### src/rtl/multi_edge_detect.sv
// Multi-channel edge detector: per-channel synchroniser, stable-time glitch filter,
// registered rise/fall pulses and a saturating edge counter.
module multi_edge_detect #(
  parameter int CH          = 4,
  parameter int SYNC_STAGES = 2,
  parameter int FILT_LEN    = 3,
  parameter int CNT_W       = 16
) (
  input  logic                clk,
  input  logic                rst_n,
  input  logic [CH-1:0]       en,
  input  logic [CH-1:0]       sig_in,
  input  logic [1:0]          cnt_mode,
  input  logic                cnt_clr,
  output logic [CH-1:0]       level,
  output logic [CH-1:0]       rising,
  output logic [CH-1:0]       falling,
  output logic                any_edge,
  output logic [CH*CNT_W-1:0] edge_cnt,
  output logic [CH-1:0]       cnt_ovf
);

  localparam int FC_W = $clog2(FILT_LEN + 1);
  localparam logic [FC_W-1:0]  FC_LAST = FC_W'(FILT_LEN - 1);
  localparam logic [CNT_W-1:0] CNT_MAX = '1;

  generate
    for (genvar gi = 0; gi < CH; gi++) begin : g_ch
      logic [SYNC_STAGES-1:0] sync_q;
      logic [FC_W-1:0]        fc_q, fc_d;
      logic                   level_q, level_d;
      logic                   rise_q, rise_d;
      logic                   fall_q, fall_d;
      logic [CNT_W-1:0]       cnt_q, cnt_d;
      logic                   ovf_q, ovf_d;
      logic                   s;
      logic                   sel;

      assign s = sync_q[SYNC_STAGES-1];

      // Disable forces the filter to idle low; the pulse mask below keeps that
      // forced drop from looking like a falling edge.
      always_comb begin
        fc_d    = fc_q;
        level_d = level_q;
        if (!en[gi]) begin
          fc_d    = '0;
          level_d = 1'b0;
        end else if (s == level_q) begin
          fc_d = '0;
        end else if (fc_q == FC_LAST) begin
          level_d = s;
          fc_d    = '0;
        end else begin
          fc_d = fc_q + FC_W'(1);
        end
        rise_d = en[gi] & level_d & ~level_q;
        fall_d = en[gi] & ~level_d & level_q;
      end

      // The counter looks at the registered pulses, so it lags them by one cycle.
      always_comb begin
        unique case (cnt_mode)
          2'b00:   sel = rise_q;
          2'b01:   sel = fall_q;
          2'b10:   sel = rise_q | fall_q;
          default: sel = 1'b0;
        endcase
        cnt_d = cnt_q;
        ovf_d = ovf_q;
        if (cnt_clr) begin
          cnt_d = '0;
          ovf_d = 1'b0;
        end else if (sel) begin
          if (cnt_q == CNT_MAX) ovf_d = 1'b1;
          else                  cnt_d = cnt_q + CNT_W'(1);
        end
      end

      always_ff @(posedge clk or negedge rst_n) begin
        if (!rst_n) begin
          sync_q  <= '0;
          fc_q    <= '0;
          level_q <= 1'b0;
          rise_q  <= 1'b0;
          fall_q  <= 1'b0;
          cnt_q   <= '0;
          ovf_q   <= 1'b0;
        end else begin
          if (!en[gi]) sync_q <= '0;
          else         sync_q <= {sync_q[SYNC_STAGES-2:0], sig_in[gi]};
          fc_q    <= fc_d;
          level_q <= level_d;
          rise_q  <= rise_d;
          fall_q  <= fall_d;
          cnt_q   <= cnt_d;
          ovf_q   <= ovf_d;
        end
      end

      assign level[gi]                    = level_q;
      assign rising[gi]                   = rise_q;
      assign falling[gi]                  = fall_q;
      assign edge_cnt[gi*CNT_W +: CNT_W]  = cnt_q;
      assign cnt_ovf[gi]                  = ovf_q;
    end
  endgenerate

  assign any_edge = |(rising | falling);

endmodule

### config.mk
export PLATFORM = sky130hd
export DESIGN_NAME = multi_edge_detect
export DESIGN_NICKNAME = d
export VERILOG_FILES = /design/src/rtl/multi_edge_detect.sv
export SDC_FILE = /design/constraint.sdc
export NUM_CORES = 1
export LEC_CHECK = 0
export ABC_CLOCK_PERIOD_IN_PS = 1900
export CORE_UTILIZATION = 47
export CTS_CLUSTER_DIAMETER = 80
export DETAILED_ROUTE_END_ITERATION = 10
export GPL_ROUTABILITY_DRIVEN = 0
export PLACE_DENSITY = 0.8
export RECOVER_POWER = 25
export SKIP_LAST_GASP = 1
export SYNTH_ARGS = -nofsm -noshare
export SYNTH_HDL_FRONTEND = slang
export SYNTH_SLANG_ARGS = --single-unit
### constraint.sdc
create_clock -name clk -period 1.9 [get_ports clk]
set_clock_uncertainty 0.15 [all_clocks]
set_input_delay 0.38 -clock clk [delete_from_list [all_inputs] [get_ports clk]]
set_output_delay 0.38 -clock clk [all_outputs]
set_load 0.02 [all_outputs]
* Word level (Yosys, flattened, before mapping)
Index checks and enable logic that the tools add are counted.
Storage, ports and cells: register bits after elaboration 96, input bits 13, output and inout bits 81, logic and storage cells 157
Cells by class: add/sub/neg operators 8, equality and inequality tests 18, muxes and demuxes 56, bitwise gates (word level) 29, reduce and logical (&&, ||, !) cells 18
Operator list (count):
- $mux W16 | 12
- $add A16 B1 Y16 const B | 4
- $eq A16 B16 Y1 const B | 4
- $mux W2 | 16
- $mux W1 | 24
- $and A1 B1 Y1 | 16
- $reduce_and A2 Y1 | 8
- $reduce_bool A2 Y1 | 8
- $pmux W1 S3 | 4
- $eq A2 B2 Y1 const B | 5
- $add A2 B1 Y2 const B | 4
- $ne A2 B2 Y1 const B | 4
- $not A1 Y1 | 8
- $eq A1 B1 Y1 | 4
- $or A1 B1 Y1 | 4
- $or A4 B4 Y4 | 1
- $reduce_or A4 Y1 | 1
- $eq A2 B1 Y1 const B | 1
- $logic_not A2 Y1 | 1

* Logic depth before layout (Yosys ltp)
Gate-level depths: netlist (run 1).
word-level depth 7, gate-level depth with buffers 7, depth with buffers taken out 6

* Least setup slack after synthesis (run 1)
OpenSTA, ideal clock, no wires.
kind reg-to-reg, from register g_ch[3].cnt_q[0], to register g_ch[3].cnt_q[13], library setup time 0.127 ns, data arrival time 1.881 ns, slack -0.259 ns, cell stages (with the launch flop) 7, period minus slack after synthesis 2.159 ns, cell sequence dfrtp_1 -> ha_1 -> inv_1 -> or4_1 -> nand3_2 -> or4_1 -> mux2_1
Between the ends: cells in the longest elaborated chain, start to end 4, elaborated cells between the ends (all ways) 7, those cells by class 1 x add/sub; 2 x eq/ne; 3 x mux; 1 x reduce/logical
RTL lines:
- start, declared | RTL line 34 | logic [CNT_W-1:0] cnt_q, cnt_d;
- start signal, assigned | RTL line 96 | cnt_q <= cnt_d;
- $add A16 B1 Y16 | RTL line 76 | else cnt_d = cnt_q + CNT_W'(1);
- $mux W16 | RTL line 75 | if (cnt_q == CNT_MAX) ovf_d = 1'b1;
- $mux W16 | RTL line 74 | end else if (sel) begin
- $mux W16 | RTL line 71 | if (cnt_clr) begin
Several ways; a longest one is shown, not always the timed one. The select of a mux whose other input is x is not followed. A chain may end at the register's enable or synchronous reset.

* Worst setup path in the final report (run 1)
from register g_ch[3].fall_q, to output any_edge
Between the ends: cells in the longest elaborated chain, start to end 2
RTL lines:
- start, declared | RTL line 33 | logic fall_q, fall_d;
- start signal, assigned | RTL line 95 | fall_q <= fall_d;
- $or A4 B4 Y4 | RTL line 109 | assign any_edge = |(rising | falling);
- $reduce_or A4 Y1 | RTL line 109
- end, declared | RTL line 18 | output logic any_edge,
Every way passes these cells.

==> results.py, run 1 <==
metrics = {
    "min_path": {
        "hp-start": "g_ch[1].fc_q[0]",
        "hold_path_class": "register to register",
        "min_delay_path_depth": 1,
        "worstHoldEndpoint": "g_ch[1].fc_q[0]",
    },
    "synthesis": {
        "post-synth-top-area-fraction_pct": 49.2,
        "synth_most_common_cell": "dfrtp_1",
        "synth_area_mm2": 0.00488,
        "synth_area_leader_cell": "dfrtp_1",
        "async_flop_share_pct": 100,
        "ys.flop_type": "dfrtp_1",
        "synth.avg_cell_area_um2": 9.90,
        "ys_top_cells_by_area": "dfrtp_1 49%, xnor2_1 6.1%, nor2_1 5.3%",
        "synth_warnings": 0,
        "synth_edf_count": 0,
        "ys_ff_latch": 96,
        "synth_cell_types": 48,
        "synth_cells": 493,
        "yosys-top-cells-count": "96 x dfrtp_1, 69 x nor2_1, 34 x xnor2_1, 28 x nand2_1, 25 x nand3_1",
        "ys_seq_area_share_pct": 49.2,
        "syn_nets": 510,
    },
    "routing": {
        "avgViaCountPerCell": 5.59,
        "antenna_left": 0,
        "wire_per_inst_um": 15.9,
        "vias": 4340,
        "drtIter0Drc": 175,
        "drcViolationCount": 0,
        "routed_wl_mm": 12.3,
        "dr.pass1.iters": 4,
    },
    "floorplanning": {
        "die_x_um": 104,
        "die-area_mm2": 0.0108,
        "core_area_mm2": 0.00991,
        "start_util_pct": 49.3,
        "dieHeight_um": 104,
        "boundaryPins": 94,
        "num_rows": 36,
    },
    "worst_setup_path": {
        "r2r_start": "g_ch[3].fall_q",
        "cp.arrival_ns": 1.37,
        "path_max_fanout": 3,
        "cp.required_ns": 1.37,
        "end_kind": "primary output",
        "cp-start-kind": "register",
        "r2r_slack_ns": 0.02,
        "r2r_end": "g_ch[3].cnt_q[13]",
        "crit_slowest_cell": "dfrtp_2",
        "r2r_cells": 5,
        "crit_chain": "buf_4 -> nor4_1 -> nand2_1 -> clkbuf_2",
        "critical_path.max_stage_delay_ns": 0.47,
        "critPathKind": "register to primary output",
    },
    "clock_tree": {
        "cts_tree": "built",
        "htreeDepth": 3,
        "numCtsBuffers": 9,
        "cts_root_buf": "clkbuf_8",
        "cts.sinks": 96,
        "insertion_delay_ns": 0.35,
        "cts_max_path_buffers": 2,
        "clkTransAtPathRegs_ns": 0.09,
    },
    "power_and_ir_drop": {
        "p_per_area_mw_per_mm2": 560,
        "max-vdd-ir-drop_v": 0.000434,
        "cellLeakagePower_uw": 0.00315,
    },
    "timing": {
        "rsz0062_at_grt": "yes",
        "report.final.slew_viol_count": 0,
        "finalHoldViolCount": 0,
        "slew-limit-headroom_pct": 32.0,
        "setup_viol": 0,
        "period_share_pct": 99.8,
        "tightestPinTransition_ns": 1.02,
        "max_freq_ghz": 0.528,
        "holdWs_ns": 0.319,
        "finalCriticalPeriod_ns": 1.90,
    },
    "final_layout": {
        "fin_nets": 656,
        "final_cells": 777,
        "fillCellCount": 782,
        "n_antenna_cell": 0,
        "final_layout_size_suffix_gt1_share_pct": 24.1,
        "final_util_pct": 67.6,
        "area_delta_synth_final_pct": 37.2,
        "final_area_mm2": 0.00670,
    },
    "grt": {
        "grt_max_degree": 56,
        "track_usage_pct": 23.1,
        "grt_pass1_wl_mm": 20.5,
        "grt_pass1_vias": 4191,
        "overflow": 0,
        "antenna_found_initial": 0,
    },
    "status": {
        "status": "finished clean",
    },
    "run": {
        "maxCapViolations": 0,
    },
    "placement": {
        "place_hpwl_mm": 8.58,
        "place_inst": 754,
        "portBuffers": 93,
        "placed_cell_area_mm2": 0.00638,
    },
}
## layer usage
layer  vias up  wire length, µm  track usage [%]
met2       153             6170             39.3
met5         -                0                0
li1       2028                -                -
met3        13              558             3.63
met4         0              110             5.20
met1      2146             5490             31.1
## layout by cell type, fill, tap and decap left out, types with 12 or more instances in the layout
| cell type | instances |
|---|---|
| nand3_1 | 24 |
| dfrtp_2 | 20 |
| xnor2_1 | 34 |
| dfrtp_1 | 76 |
| nor3_1 | 17 |
| nor2_1 | 67 |
| clkbuf_8 | 12 |
| dlygate4sd2_1 | 76 |
| xor2_1 | 12 |
| nor2b_1 | 19 |
| buf_4 | 68 |
| nand4_1 | 19 |
| nand2_1 | 25 |
## layout make-up
cell class                 instances  area [µm²]  share of cell area (%)
multi-input combinational        360        2480                    37.0
timing repair buffer             165        1380                    20.7
tap                              133         166                    2.48
clock inverter                     4        51.3                   0.766
clock buffer                      12         165                    2.47
sequential                        96        2430                    36.2
inverter                           7        26.3                   0.392
## through the flow
step	TNS (ns)	setup slack (ns)	power [µW]
floorplan	-0.0463	-0.0463	2220
global placement	-26.78	-0.617	2350
finish	0	0.00432	3750
CTS	-0.158	-0.155	3770
global route	-0.628	-0.0689	3890
detailed placement	-29.36	-0.649	2360
## worst max-delay path by stage
stage | start | to
2_1_floorplan | g_ch[3].cnt_q[5] | g_ch[3].cnt_q[13]
3_3_place_gp | cnt_mode[1] | g_ch[3].cnt_q[13]
3_5_place_dp | cnt_mode[1] | g_ch[3].cnt_q[13]
4_1_cts | g_ch[3].fall_q | any_edge
5_1_grt | g_ch[3].fall_q | any_edge
6_report | g_ch[3].fall_q | any_edge
## sequential cells by signal (all words and copies together), names as in the netlist
name	cells
g_ch.cnt_q	64
g_ch.fall_q	4
g_ch.fc_q	8
g_ch.level_q	4
g_ch.ovf_q	4
g_ch.rise_q	4
g_ch.sync_q	8
## critical path: cells and delay by family (launching register included)
| family | cells | cell delay (ns) |
|---|---|---|
| DFF | 1 | 0.47 |
| and+or+nand+nor | 2 | 0.24 |
| buffers and inverters | 2 | 0.32 |
## power by group
part           internal [µW]  switching [µW]  leakage, µW  total [µW]
sequential              2060            17.5      0.00130        2080
clock                    718             718     0.000109        1440
combinational           93.0             144      0.00174         237
## cell families (layout without fill, tap and decap cells)
| family | Yosys count | in the layout | synth area share [%] |
|---|---|---|---|
| AO/OA/AOI/OAI | 48 | 48 | 7.43 |
| XOR/XNOR | 46 | 46 | 8.25 |
| adder cells (fa/ha/maj) | 4 | 4 | 1.03 |
| buffers and inverters | 37 | 188 | 4.26 |
| flip-flops | 96 | 96 | 49.2 |
| multiplexers | 12 | 12 | 2.56 |
| AND/OR/NAND/NOR | 250 | 250 | 27.2 |
## repair_timing
item / in CTS / in global routing
cloned: 0 / 1
endpoints found under the setup margin: 120 / 50
pin swaps: 2 / 8
gates resized for setup: 89 / 36
hold endpoints to repair: 96 / 0
setup buffers: 0 / 5
hold buffers: 1 / 0
(Power assumes the default switching activity.)
==> run 2: changes to the inputs <==
Settings changed: GPL_TIMING_DRIVEN set to 0.
==> results.py, run 2 (same netlist as run 1, synthesis figures left out) <==
metrics = {
    "timing": {
        "rsz0062_at_grt": "yes",
        "period_share_pct": 106,
        "max_freq_ghz": 0.497,
        "tightestPinTransition_ns": 1.19,
        "report.final.slew_viol_count": 0,
        "setup_slack_ns": -0.112,
        "setup_viol": 15,
        "finalHoldViolCount": 0,
        "holdWs_ns": 0.306,
        "slew-limit-headroom_pct": 20.4,
        "finalCriticalPeriod_ns": 2.01,
    },
    "clock_tree": {
        "numCtsBuffers": 9,
        "htreeDepth": 3,
        "cts.sinks": 96,
        "cts_root_buf": "clkbuf_8",
        "clkTransAtPathRegs_ns": 0.10,
        "insertion_delay_ns": 0.36,
        "cts_tree": "built",
        "cts_max_path_buffers": 2,
    },
    "final_layout": {
        "regArea_mm2": 0.00244,
        "area_delta_synth_final_pct": 40.7,
        "fillCellCount": 766,
        "largest_reg_flops": 64,
        "multi_input_area_mm2": 0.00262,
        "n_antenna_cell": 0,
        "final_layout_size_suffix_gt1_share_pct": 26.5,
        "regMostFlops": "g_ch.cnt_q",
        "reg_top3": "g_ch.cnt_q (64), g_ch.fc_q (8), g_ch.sync_q (8)",
        "final_cells": 782,
        "final_common_cell": "dlygate4sd2_1",
        "final_cell_mix": "74 x dlygate4sd2_1, 67 x nor2_1, 65 x dfrtp_1, 61 x buf_4, 34 x xnor2_1",
        "fin_nets": 662,
    },
    "power_and_ir_drop": {
        "seq_power_share_pct": 57.4,
        "netSwitchingPower_uw": 871,
        "cellLeakagePower_uw": 0.00321,
        "swShare_pct": 24.0,
        "pwr-share-comb_pct": 6.8,
        "p_per_area_mw_per_mm2": 527,
        "internal-power_uw": 2750,
        "p_clk_share_pct": 35.7,
        "max-vdd-ir-drop_v": 0.000382,
    },
    "min_path": {
        "hold_path_class": "register to register",
        "worstHoldEndpoint": "g_ch[3].fc_q[1]",
        "hp-start": "g_ch[3].fc_q[1]",
        "min_delay_path_depth": 1,
    },
    "routing": {
        "antenna_left": 0,
        "drcViolationCount": 0,
        "avgViaCountPerCell": 5.73,
        "dr.pass1.iters": 4,
        "wire_per_inst_um": 17.1,
        "vias": 4483,
        "drtIter0Drc": 325,
        "routed_wl_mm": 13.3,
    },
    "placement": {
        "place_hpwl_mm": 8.23,
        "place_inst": 720,
        "portBuffers": 93,
    },
    "grt": {
        "grt_pass1_wl_mm": 20.0,
        "grt_max_degree": 53,
        "overflow": 0,
        "antenna_found_initial": 0,
        "track_usage_pct": 22.9,
        "grt_pass1_vias": 4144,
    },
    "worst_setup_path": {
        "cp.arrival_ns": 2.11,
        "r2r_start": "g_ch[0].cnt_q[1]",
        "r2r_cells": 5,
        "cp-start-kind": "register",
        "r2r_end": "g_ch[0].cnt_q[11]",
        "cp.required_ns": 2.00,
        "critPathKind": "register to register",
        "end_kind": "register",
        "r2r_slack_ns": -0.11,
        "path_max_fanout": 4,
    },
    "run": {
        "maxCapViolations": 0,
    },
    "status": {
        "violations": "setup timing",
        "status": "complete, but fails checks",
    },
    "floorplanning": {
        "start_util_pct": 49.3,
        "core_area_mm2": 0.00991,
        "die_x_um": 104,
        "num_rows": 36,
        "dieHeight_um": 104,
        "die-area_mm2": 0.0108,
        "boundaryPins": 94,
    },
}
-- run 2: worst max path at each step --
| stage | slack, ns | start | endpoint | cells after the start |
|---|---|---|---|---|
| floorplan | -0.05 | g_ch[3].cnt_q[5] | g_ch[3].cnt_q[13] | 5 |
| global placement | -3.54 | rst_n | g_ch[3].cnt_q[0] | 1 |
| detailed placement | -0.81 | cnt_mode[1] | g_ch[2].cnt_q[4] | 6 |
| CTS | -0.11 | g_ch[3].fall_q | g_ch[3].cnt_q[13] | 5 |
| global route | -0.25 | g_ch[0].cnt_q[9] | g_ch[0].cnt_q[2] | 6 |
| finish | -0.11 | g_ch[0].cnt_q[1] | g_ch[0].cnt_q[11] | 5 |
-- run 2: final cells by class --
class | instances | share of cell area [%]
Multi-Input combinational cell | 360 | 38.2
Sequential cell | 96 | 35.5
Buffer | 29 | 2.95
Tap cell | 133 | 2.42
Inverter | 7 | 0.383
Clock buffer | 11 | 1.91
Timing Repair Buffer | 142 | 17.9
Clock inverter | 4 | 0.692
-- run 2: metrics by stage --
| step | total power (µW) | TNS [ns] | utilization (%) | area (µm²) | setup WS (ns) |
|---|---|---|---|---|---|
| 4_1_cts | 3610 | -0.237 | 64.5 | 6390 | -0.109 |
| 3_5_place_dp | 2350 | -33.36 | 61.3 | 6070 | -0.808 |
| 5_1_grt | 3750 | -6.99 | 69.3 | 6870 | -0.253 |
| 3_3_place_gp | 2330 | -341.54 | 61.0 | 6050 | -3.54 |
| 2_1_floorplan | 2220 | -0.0463 | - | 4950 | -0.0463 |
| 6_report | 3620 | -0.600 | 69.3 | 6870 | -0.112 |
-- run 2: power groups by stage --
stage | sequential [µW] | clock, µW | combinational (µW)
3_3_place_gp | 2120 | 0 | 210
5_1_grt | 2080 | 1390 | 271
3_5_place_dp | 2120 | 0 | 224
6_report | 2080 | 1290 | 247
2_1_floorplan | 2130 | 0 | 89.2
4_1_cts | 2080 | 1300 | 228
-- run 2: timing repair --
action                                  4_1_cts  5_1_grt
setup buffers                                16       30
endpoints found under the setup margin      133       68
hold endpoints to repair                     44        0
hold buffers                                  1        0
gates cloned                                  0        1
gates resized for setup                     103       75
pin swaps                                     7       25
-- run 2: layer usage --
layer | global-route usage (%) | part of all wire (%) | vias to the layer above
li1 | - | - | 2035
met1 | 30.0 | 42 | 2231
met2 | 38.6 | 50 | 182
met3 | 4.57 | 5.4 | 35
met4 | 6.84 | 2.1 | 0
met5 | 0 | 0 | -
-- run 2: worst max-delay path, stage by stage (launching register included) --
cell	delay [ns]
dfrtp_1	0.45
buf_4	0.16
nand3_1	0.23
nor4_4	0.39
and2_1	0.21
mux2_2	0.33
==> run 3: changes to the inputs <==
Settings changed: CORE_ASPECT_RATIO set to 0.7.
==> results.py, run 3 (same netlist as run 1, synthesis figures left out) <==
metrics = {
    "status": {
        "status": "complete, but fails checks",
        "violations": "setup timing",
    },
    "timing": {
        "setup_viol": 9,
        "fin_tns_setup_ns": -0.373,
        "period_share_pct": 108,
        "setup_slack_ns": -0.158,
        "finalHoldViolCount": 0,
        "rsz0062_at_grt": "yes",
        "report.final.slew_viol_count": 0,
        "tightestPinTransition_ns": 0.625,
        "slew-limit-headroom_pct": 58.3,
        "finalCriticalPeriod_ns": 2.06,
        "max_freq_ghz": 0.486,
        "holdWs_ns": 0.305,
    },
    "final_layout": {
        "area_delta_synth_final_pct": 44.8,
        "final_layout_size_suffix_gt1_share_pct": 28.0,
        "largest_reg_flops": 64,
        "final_cell_mix": "71 x dfrtp_1, 71 x dlygate4sd2_1, 68 x buf_4, 66 x nor2_1, 33 x xnor2_1",
        "n_antenna_cell": 0,
        "reg_top3": "g_ch.cnt_q (64), g_ch.fc_q (8), g_ch.sync_q (8)",
        "fin_nets": 669,
        "regMostFlops": "g_ch.cnt_q",
        "final_cells": 784,
        "final_area_mm2": 0.00707,
    },
    "floorplanning": {
        "start_util_pct": 49.4,
        "die-area_mm2": 0.0108,
        "die_x_um": 124,
        "boundaryPins": 94,
        "num_rows": 30,
        "dieHeight_um": 87.3,
        "core_area_mm2": 0.00987,
    },
    "routing": {
        "antenna_left": 0,
        "vias": 4553,
        "wire_per_inst_um": 17.8,
        "routed_wl_mm": 13.9,
        "drtIter0Drc": 458,
        "wl_met1_mm": 6.11,
        "dr.pass1.iters": 5,
        "highest_layer": "met4",
        "avgViaCountPerCell": 5.81,
        "wl_met3_um": 990,
        "drcViolationCount": 0,
        "wl_met2_mm": 6.58,
    },
    "power_and_ir_drop": {
        "p_per_area_mw_per_mm2": 586,
        "pwr-share-comb_pct": 6.1,
        "cellLeakagePower_uw": 0.00330,
        "swShare_pct": 22.6,
        "internal-power_uw": 3200,
        "seq_power_share_pct": 50.3,
        "max-vdd-ir-drop_v": 0.000451,
        "p_clk_share_pct": 43.6,
        "netSwitchingPower_uw": 936,
    },
    "grt": {
        "grt_pass1_vias": 4127,
        "track_usage_pct": 24.5,
        "overflow": 0,
        "antenna_found_initial": 0,
        "grt_max_degree": 74,
        "grt_pass1_wl_mm": 20.1,
    },
    "clock_tree": {
        "numCtsBuffers": 9,
        "cts_tree": "built",
        "clkTransAtPathRegs_ns": 0.06,
        "insertion_delay_ns": 0.35,
        "htreeDepth": 3,
        "cts_root_buf": "clkbuf_16",
        "cts.sinks": 96,
        "cts_max_path_buffers": 2,
    },
    "placement": {
        "place_inst": 715,
        "placed_cell_area_mm2": 0.00607,
        "portBuffers": 93,
        "place_hpwl_mm": 8.46,
    },
    "worst_setup_path": {
        "end_kind": "register",
        "cp-start-kind": "register",
        "cp.required_ns": 1.97,
        "cp.arrival_ns": 2.13,
        "critPathKind": "register to register",
        "path_max_fanout": 5,
    },
    "run": {
        "maxCapViolations": 0,
    },
    "min_path": {
        "hold_path_class": "register to register",
    },
}
[run 3: changes by cell type in the layout (fill, tap and decap cells not counted), sizes merged]
cell	before	now
buf	69	76
clkinvlp	1	0
clkinv	2	3
clkdlybuf4s50	5	9
dlymetal6s2s	6	5
dlygate4sd2	74	71
[run 3: routing by layer]
metal	GRT usage, %	vias up
li1	-	2060
met1	33.6	2272
met2	37.0	188
met3	7.07	33
met4	8.32	0
met5	0	-
[run 3: what timing repair did]
action / CTS / global route
cloned: 1 / 2
resized for setup: 104 / 74
setup endpoints to repair: 133 / 61
pin swaps: 12 / 25
hold endpoints to repair: 23 / 0
hold buffers: 1 / 0
buffers inserted: 13 / 38
[run 3: worst max-delay path, cell delays in order (launching register included)]
cell	delay (ns)
dfrtp_2	0.41
buf_4	0.13
buf_4	0.10
and4_1	0.19
nand2_1	0.21
nor4_1	0.48
xnor2_1	0.19
nor2_1	0.07
[run 3: worst paths after layout]
path,from,to,slack (ns),cells after the start
setup / recovery,g_ch[1].cnt_q[0],g_ch[1].cnt_q[15],-0.16,7
max in group asynchronous,rst_n,g_ch[0].cnt_q[8],0.22,3
min in group asynchronous,rst_n,g_ch[2].cnt_q[12],0.43,2
setup reg to reg,g_ch[1].cnt_q[0],g_ch[1].cnt_q[15],-0.16,7
hold reg to reg,g_ch[3].fc_q[0],g_ch[3].fc_q[0],0.31,1
hold / removal,g_ch[3].fc_q[0],g_ch[3].fc_q[0],0.31,1
[run 3: layout make-up]
cell class / count / area [µm²]
plain buffers: 29 / 209
clock buffers: 11 / 243
clock inverters: 4 / 45.0
fillers: 687 / 2800
inverters: 7 / 26.3
multi-input cells: 360 / 2660
flip-flops and latches: 96 / 2430
well taps: 128 / 160
repair buffers: 149 / 1290
[run 3: power by group through the flow]
stage / combinational (µW) / sequential (µW) / clock, µW
2_1_floorplan: 89.2 / 2130 / 0
3_3_place_gp: 211 / 2120 / 0
3_5_place_dp: 224 / 2120 / 0
4_1_cts: 226 / 2080 / 1820
5_1_grt: 276 / 2080 / 1910
6_report: 253 / 2080 / 1800
[run 3: through the flow]
stage	utilization [%]	total power, µW	worst slack, ns
finish	71.6	4140	-0.158
global route	71.6	4270	-0.242
CTS	65.7	4120	-0.141
detailed placement	61.4	2350	-0.811
global placement	61.2	2330	-3.54
floorplan	-	2220	-0.0463
